$ cat config.mk
export PLATFORM = sky130hd
export DESIGN_NAME = btn_pulse_gen_flat
export DESIGN_NICKNAME = d
export VERILOG_FILES = /design/src/rtl/btn_pulse_gen_if.sv /design/src/rtl/btn_pulse_gen.sv /design/src/flat_wrapper.sv
export SDC_FILE = /design/constraint.sdc
export NUM_CORES = 1
export LEC_CHECK = 0
export ABC_AREA = 1
export CAP_MARGIN = 30
export CELL_PAD_IN_SITES_DETAIL_PLACEMENT = 0
export CELL_PAD_IN_SITES_GLOBAL_PLACEMENT = 2
export CORE_MARGIN = 4
export CORE_UTILIZATION = 38
export DETAILED_ROUTE_END_ITERATION = 8
export PLACE_DENSITY = 0.87
export SYNTH_ARGS = -nofsm -noshare
export SYNTH_HDL_FRONTEND = slang
export SYNTH_SLANG_ARGS = --single-unit
$ cat constraint.sdc
create_clock -name clk -period 1.95 [get_ports clk]
set_input_delay 0.39 -clock clk [delete_from_list [all_inputs] [get_ports clk]]
set_output_delay 0.39 -clock clk [all_outputs]
set_load 0.02 [all_outputs]
$ cat src/rtl/btn_pulse_gen_if.sv
// Button front-end signal bundle: raw pins in, debounced levels and press pulses out.
// The master side drives btn_raw, and the slave side (the front-end) drives everything else.
interface btn_pulse_gen_if;
    logic [4:0] btn_raw;
    logic [4:0] btn_level;
    logic       mode_toggle_p;
    logic       paris_p;
    logic       ny_p;
    logic       uk_p;
    logic       korea_p;

    // No handshake here: btn_raw is sampled on every clock edge.
    // Each *_p output is high for exactly one cycle per accepted press.
    modport master (
        output btn_raw,
        input  btn_level, mode_toggle_p, paris_p, ny_p, uk_p, korea_p
    );

    modport slave (
        input  btn_raw,
        output btn_level, mode_toggle_p, paris_p, ny_p, uk_p, korea_p
    );
endinterface

$ cat src/rtl/btn_pulse_gen.sv
// Five-button synchronizer/debouncer with registered press pulses.
// At most one city pulse fires per cycle, chosen by the fixed priority korea > paris > ny > uk.
module btn_pulse_gen #(
    parameter int unsigned DEB_CYCLES = 500000,
    parameter int unsigned CNT_W      = 20,
    parameter bit          ACTIVE_LOW = 1'b0
) (
    input  logic           clk,
    input  logic           rst,
    btn_pulse_gen_if.slave bus
);
    localparam logic [CNT_W-1:0] CNT_LAST = CNT_W'(DEB_CYCLES - 1);

    logic [4:0]       pressed;
    logic [4:0]       s1, s2, db, db_d;
    logic [CNT_W-1:0] cnt [5];
    logic [4:0]       rise;
    logic [4:0]       pulse_next;
    logic [4:0]       pulse_q;

    assign pressed = bus.btn_raw ^ {5{ACTIVE_LOW}};

    always_ff @(posedge clk) begin
        if (rst) begin
            s1   <= '0;
            s2   <= '0;
            db   <= '0;
            db_d <= '0;
            for (int i = 0; i < 5; i++) cnt[i] <= '0;
        end else begin
            s1   <= pressed;
            s2   <= s1;
            db_d <= db;
            // Any return to the accepted level discards the partial count.
            for (int i = 0; i < 5; i++) begin
                if (s2[i] == db[i]) begin
                    cnt[i] <= '0;
                end else if (cnt[i] == CNT_LAST) begin
                    db[i]  <= s2[i];
                    cnt[i] <= '0;
                end else begin
                    cnt[i] <= cnt[i] + CNT_W'(1);
                end
            end
        end
    end

    assign rise = db & ~db_d;

    // Bit order {korea, uk, ny, paris, mode}. Losing cities are dropped, not deferred.
    always_comb begin
        pulse_next    = '0;
        pulse_next[0] = rise[0];
        if (rise[4])      pulse_next[4] = 1'b1;
        else if (rise[1]) pulse_next[1] = 1'b1;
        else if (rise[2]) pulse_next[2] = 1'b1;
        else if (rise[3]) pulse_next[3] = 1'b1;
    end

    always_ff @(posedge clk) begin
        if (rst) pulse_q <= '0;
        else     pulse_q <= pulse_next;
    end

    assign bus.btn_level     = db;
    assign bus.mode_toggle_p = pulse_q[0];
    assign bus.paris_p       = pulse_q[1];
    assign bus.ny_p          = pulse_q[2];
    assign bus.uk_p          = pulse_q[3];
    assign bus.korea_p       = pulse_q[4];
endmodule

$ cat src/flat_wrapper.sv
// flat-port wrapper written by rule: the top's interface ports become plain ports
module btn_pulse_gen_flat 
#(
    parameter int unsigned DEB_CYCLES = 500000,
    parameter int unsigned CNT_W      = 20,
    parameter bit          ACTIVE_LOW = 1'b0
)
  (clk, rst, bus_btn_raw, bus_btn_level, bus_mode_toggle_p, bus_paris_p, bus_ny_p, bus_uk_p, bus_korea_p);
  btn_pulse_gen_if bus_i ();
  input  logic clk;
  input  logic rst;
  input wire logic [$bits(bus_i.btn_raw)-1:0] bus_btn_raw;
  output wire logic [$bits(bus_i.btn_level)-1:0] bus_btn_level;
  output wire logic [$bits(bus_i.mode_toggle_p)-1:0] bus_mode_toggle_p;
  output wire logic [$bits(bus_i.paris_p)-1:0] bus_paris_p;
  output wire logic [$bits(bus_i.ny_p)-1:0] bus_ny_p;
  output wire logic [$bits(bus_i.uk_p)-1:0] bus_uk_p;
  output wire logic [$bits(bus_i.korea_p)-1:0] bus_korea_p;
  assign bus_i.btn_raw = bus_btn_raw;
  assign bus_btn_level = bus_i.btn_level;
  assign bus_mode_toggle_p = bus_i.mode_toggle_p;
  assign bus_paris_p = bus_i.paris_p;
  assign bus_ny_p = bus_i.ny_p;
  assign bus_uk_p = bus_i.uk_p;
  assign bus_korea_p = bus_i.korea_p;
  btn_pulse_gen #(.DEB_CYCLES(DEB_CYCLES), .CNT_W(CNT_W), .ACTIVE_LOW(ACTIVE_LOW)) u_core (.clk(clk), .rst(rst), .bus(bus_i));
endmodule
# Word-level counts from Yosys, hierarchy flattened
# Memories as Yosys holds them, arrays and structs flattened.
# Cells that the tools add are included.
# Widths: inputs -> output; s select.
[word_totals] register_bits=25 mem_count=1 latchBits=0 mem_bits_ro=0 ram_bits=100
[memory_table] memory="u_core.cnt" words=5 width=20 read_ports=5 rd_clocked_by_memory_dff=0 wr=5 line_no="btn_pulse_gen.sv:16" text="logic [CNT_W-1:0] cnt [5];"
[classes] shift=0 n_mux=76 n_lt_le_gt_ge=0 n_div=0 n_addsub=5 n_reduce_logical=8 eq_ne=10 n_mul=0 n_bitwise=22
[op_table] operator="$mux 20" n=15
[op_table] operator="$add 20x1->20 const B" n=5
[op_table] operator="$eq 20x19->1 const B" n=5
[op_table] operator="$mux 1" n=61
[op_table] operator="$or 1x1->1" n=15
[op_table] operator="$reduce_and 2->1" n=5
[op_table] operator="$and 5x5->5" n=1
[op_table] operator="$eq 1x1->1" n=5
[op_table] operator="$not 1->1" n=5
[op_table] operator="$not 5->5" n=1
[op_table] operator="$reduce_or 4->1" n=1
[op_table] operator="$reduce_or 3->1" n=1
[op_table] operator="$reduce_or 2->1" n=1

# Depth between registers and ports, before layout
[logic_depth] word_depth=7 ltp_mapped=9 depth_no_buf=9

# Worst setup path after synthesis
# No wires, ideal clock.
[synth_timing] path_type="flip-flop to flip-flop" startpoint="memory u_core.cnt[0][0]" endpoint="memory u_core.cnt[0][11] (data pin)" path_buffers=1 setup_slack_ns=0.415 t_arrival_ns=1.281 setup_ns=0.254 path_stages_with_launch=8 cell_sequence="edfxtp_1 > ha_1 > nand3_2 > inv_2 > nand3_2 > o21bai_4 > buf_6 > nor2_1"
[synth_rtl] item="from (decl)" line_no="btn_pulse_gen.sv:16"

# Worst setup path in the final report
[layout_timing] startpoint="register u_core.db[1], in the netlist u_core.bus.btn_level[1]" endpoint="output port bus_btn_level[1]"
[layout_rtl] item="from (decl)" line_no="btn_pulse_gen.sv:15" text="logic [4:0] s1, s2, db, db_d;"
[layout_rtl] item="from (signal, indexed assignment)" line_no="btn_pulse_gen.sv:39" text="db[i] <= s2[i];"
[layout_rtl] item="to (decl)" line_no="flat_wrapper.sv:13" text="output wire logic [$bits(bus_i.btn_level)-1:0] bus_btn_level;"
# No word-level cell between the ends.

==> impl_metrics.yaml <==
grt:
  track_usage_pct: 14.9
  antenna_found_initial: 0
  grt_pass1_vias: 5602
  grt_pass1_wl_um: 26200
  overflow: 0
  grt_max_degree: 21
critical_path:
  worstSetupPathType: "flop to output port"
  worstSetupEndpointType: "output port"
  cp.arrival_ps: 1480
  critPathMaxFanout: 5
  crit_family: "buffers and inverters"
  start_kind: "flop"
  path_cells: "clkdlybuf4s50_1"
  r2r_end: "u_core.cnt[0][13]$_SDFFCE_PN0P_"
  crit_path_max_incr_delay_ps: 670
  r2r-start: "u_core.cnt[0][0]$_SDFFCE_PN0P_"
  r2r_cells: 9
  crit_slowest_cell: "clkdlybuf4s50_1"
  critPathBufInv: 1
  regToRegSetupSlack_ps: 220
  cp.required_ps: 1560
pwr:
  power_frac_comb_pct: 4.4
  clkPwrFrac_pct: 52.4
  leakagePower_nw: 3.40
  irDropWorstVdd_mv: 0.644
  power_mw: 7.13
  p_int_mw: 5.62
  p_switching_mw: 1.51
  p_per_area_mw_per_mm2: 799
  sw_frac_of_total_pct: 21.1
  p_seq_share_pct: 43.2
synthesis:
  ys_types: 34
  ys_warn_count: 0
  ys_ff_latch: 125
  avgSynthCellArea_um2: 8.02
  synth-edff-count: 100
  synth_flop_cell: "edfxtp_1"
  netlist_area_mm2: 0.00734
  synthCells: 915
  async_reset_ff_share_pct: 0
  yosysSeqAreaShare_pct: 47.7
drt:
  drc: 0
  vias: 5654
  wire_per_inst_um: 11.4
  routed_wl_um: 15100
  drt_first_pass_iters: 5
  ant_nets: 0
  viasPerCell: 4.27
  drt-initial-drc-count: 292
worst_hold_path:
  min_path_cells: 1
  hp-start: "u_core.db_d[3]$_SDFF_PP0_"
  worstHoldPathType: "flop to flop"
  whs_endpoint: "u_core.pulse_q[3]$_SDFF_PP0_"
clocking:
  cts_buffer_depth: 2
  cts_tree: "done"
  clkTransAtPathRegs_ps: 50
  cts_max_level: 4
  cts_buffers: 17
  cts.sinks: 125
  clock_latency_ps: 410
  clock-root-buffer: "clkbuf_16"
  postCtsHoldBufs: 0
sta:
  period_needed_ps: 1870
  fin_crit_sh_pct: 95.8
  slew_viol_final: 0
  tns_ps: 0
  finalClockSkew_ps: 7.43
  worst_slack_ps: 81.6
  max_freq_ghz: 0.535
  holdWs_ps: 387
  setup-violations-final: 0
  rsz0062_at_grt: "false"
  hold_viol_final: 0
layout:
  nFillCells: 1949
  final_cell_mix: "nand2_1, nor2_1, inv_1"
  final_cells: 1324
  final_common_cell: "nand2_1"
  nets: 1063
  area_delta_synth_final_pct: 21.5
  utilization_pct: 47.4
  fin_area_mm2: 0.00892
  antenna_cells: 0
  drive_above_1_share_pct: 11.9
placed_design:
  gp_congestion: 0.807
  dp_cells: 1291
  io_buffers: 16
  dp_slack_ps: -1.52
  hpwl_um: 11600
  post_dp_cell_area_mm2: 0.00820
run_status:
  status: "complete, no violations"
floorplanning:
  die_area_mm2: 0.0216
  initial_utilization_pct: 39.0
  rows: 50
  die_x_um: 147
  die_h_um: 147
  ioPinCount: 17
  coreArea_mm2: 0.0188
flow_run:
  max-cap-violations: 0
## registers in the layout, summed over array words and instances (netlist names)
name	flops
u_core.bus.btn_level	5
u_core.db_d	5
u_core.cnt	100
u_core.s2	5
u_core.s1	5
u_core.pulse_q	5
## layer usage
layer,global-route usage [%],up-vias,routed length (um)
met5,0,-,0
met4,4.99,0,82
met3,2.47,5,360
met2,25.7,48,7370
met1,19.1,2503,7330
li1,-,3098,-
## power groups by stage
stage          combinational [mW]  clock (mW)  sequential, mW
6_report                    0.311        3.74            3.08
5_1_grt                     0.367        3.95            3.10
4_1_cts                     0.309        3.83            3.08
3_5_place_dp                0.307           0            3.14
3_3_place_gp                0.308           0            3.14
2_1_floorplan               0.246           0            3.11
## synthesized netlist by cell type, types with 2 or more instances
cell type / instances / share of area (%)
xor2_1: 31 / 3.7
nor2_2: 25 / 2.1
nor2_4: 6 / 0.92
or2_1: 2 / 0.17
a21oi_1: 21 / 1.4
nand3b_1: 2 / 0.20
inv_2: 6 / 0.31
inv_1: 104 / 5.3
nand2_2: 10 / 0.85
nand2_1: 220 / 11
or2_2: 4 / 0.34
dfxtp_1: 25 / 6.8
xnor2_1: 14 / 1.7
buf_6: 9 / 1.4
o21bai_1: 2 / 0.20
nor3_1: 7 / 0.48
nand3_2: 10 / 1.4
nand3_1: 47 / 3.2
and2_1: 2 / 0.17
edfxtp_1: 100 / 41
nand4_1: 15 / 1.3
nor2_1: 210 / 11
o21ai_1: 5 / 0.34
o21ai_0: 8 / 0.55
ha_1: 5 / 0.85
a21oi_2: 17 / 2.0
## kinds of logic after synthesis
family / synth area share [%]
AOI/OAI and AO/OA: 4.81
xor gates and xnor gates: 5.37
adders and majority gates: 0.852
buffers and inverters: 7.33
DFF: 47.7
other: 0.0511
and+or+nand+nor: 33.9
## how the worst max path moves through the flow
stage                                               startpoint                         endpoint  slack [ps]  cells after the start
after floorplan                 u_core.cnt[0][0]$_SDFFCE_PN0P_  u_core.cnt[0][11]$_SDFFCE_PN0P_         410                      7
after global placement                                     rst  u_core.cnt[0][10]$_SDFFCE_PN0P_          50                      5
after detailed placement                                   rst  u_core.cnt[3][18]$_SDFFCE_PN0P_          -2                      6
after CTS                 u_core.bus.btn_level[0]$_SDFFE_PP0N_                 bus_btn_level[0]          20                      1
after global routing      u_core.bus.btn_level[1]$_SDFFE_PP0N_                 bus_btn_level[1]          20                      1
final                     u_core.bus.btn_level[1]$_SDFFE_PP0N_                 bus_btn_level[1]          80                      1
## timing repair
| item | CTS | global route |
|---|---|---|
| buffers inserted | 0 | 1 |
| gates resized for setup | 0 | 2 |
| endpoints found under the setup margin | 0 | 18 |
## cell type report
cell class | instances | area, um^2 | area share (%)
clock buffer | 18 | 429 | 4.81
timing repair buffer | 29 | 310 | 3.48
multi-input combinational | 768 | 3670 | 41.2
sequential | 125 | 3500 | 39.3
inverter | 110 | 413 | 4.63
tap | 260 | 325 | 3.65
clock inverter | 14 | 267 | 2.99
Power figures use the tool's default switching activity.
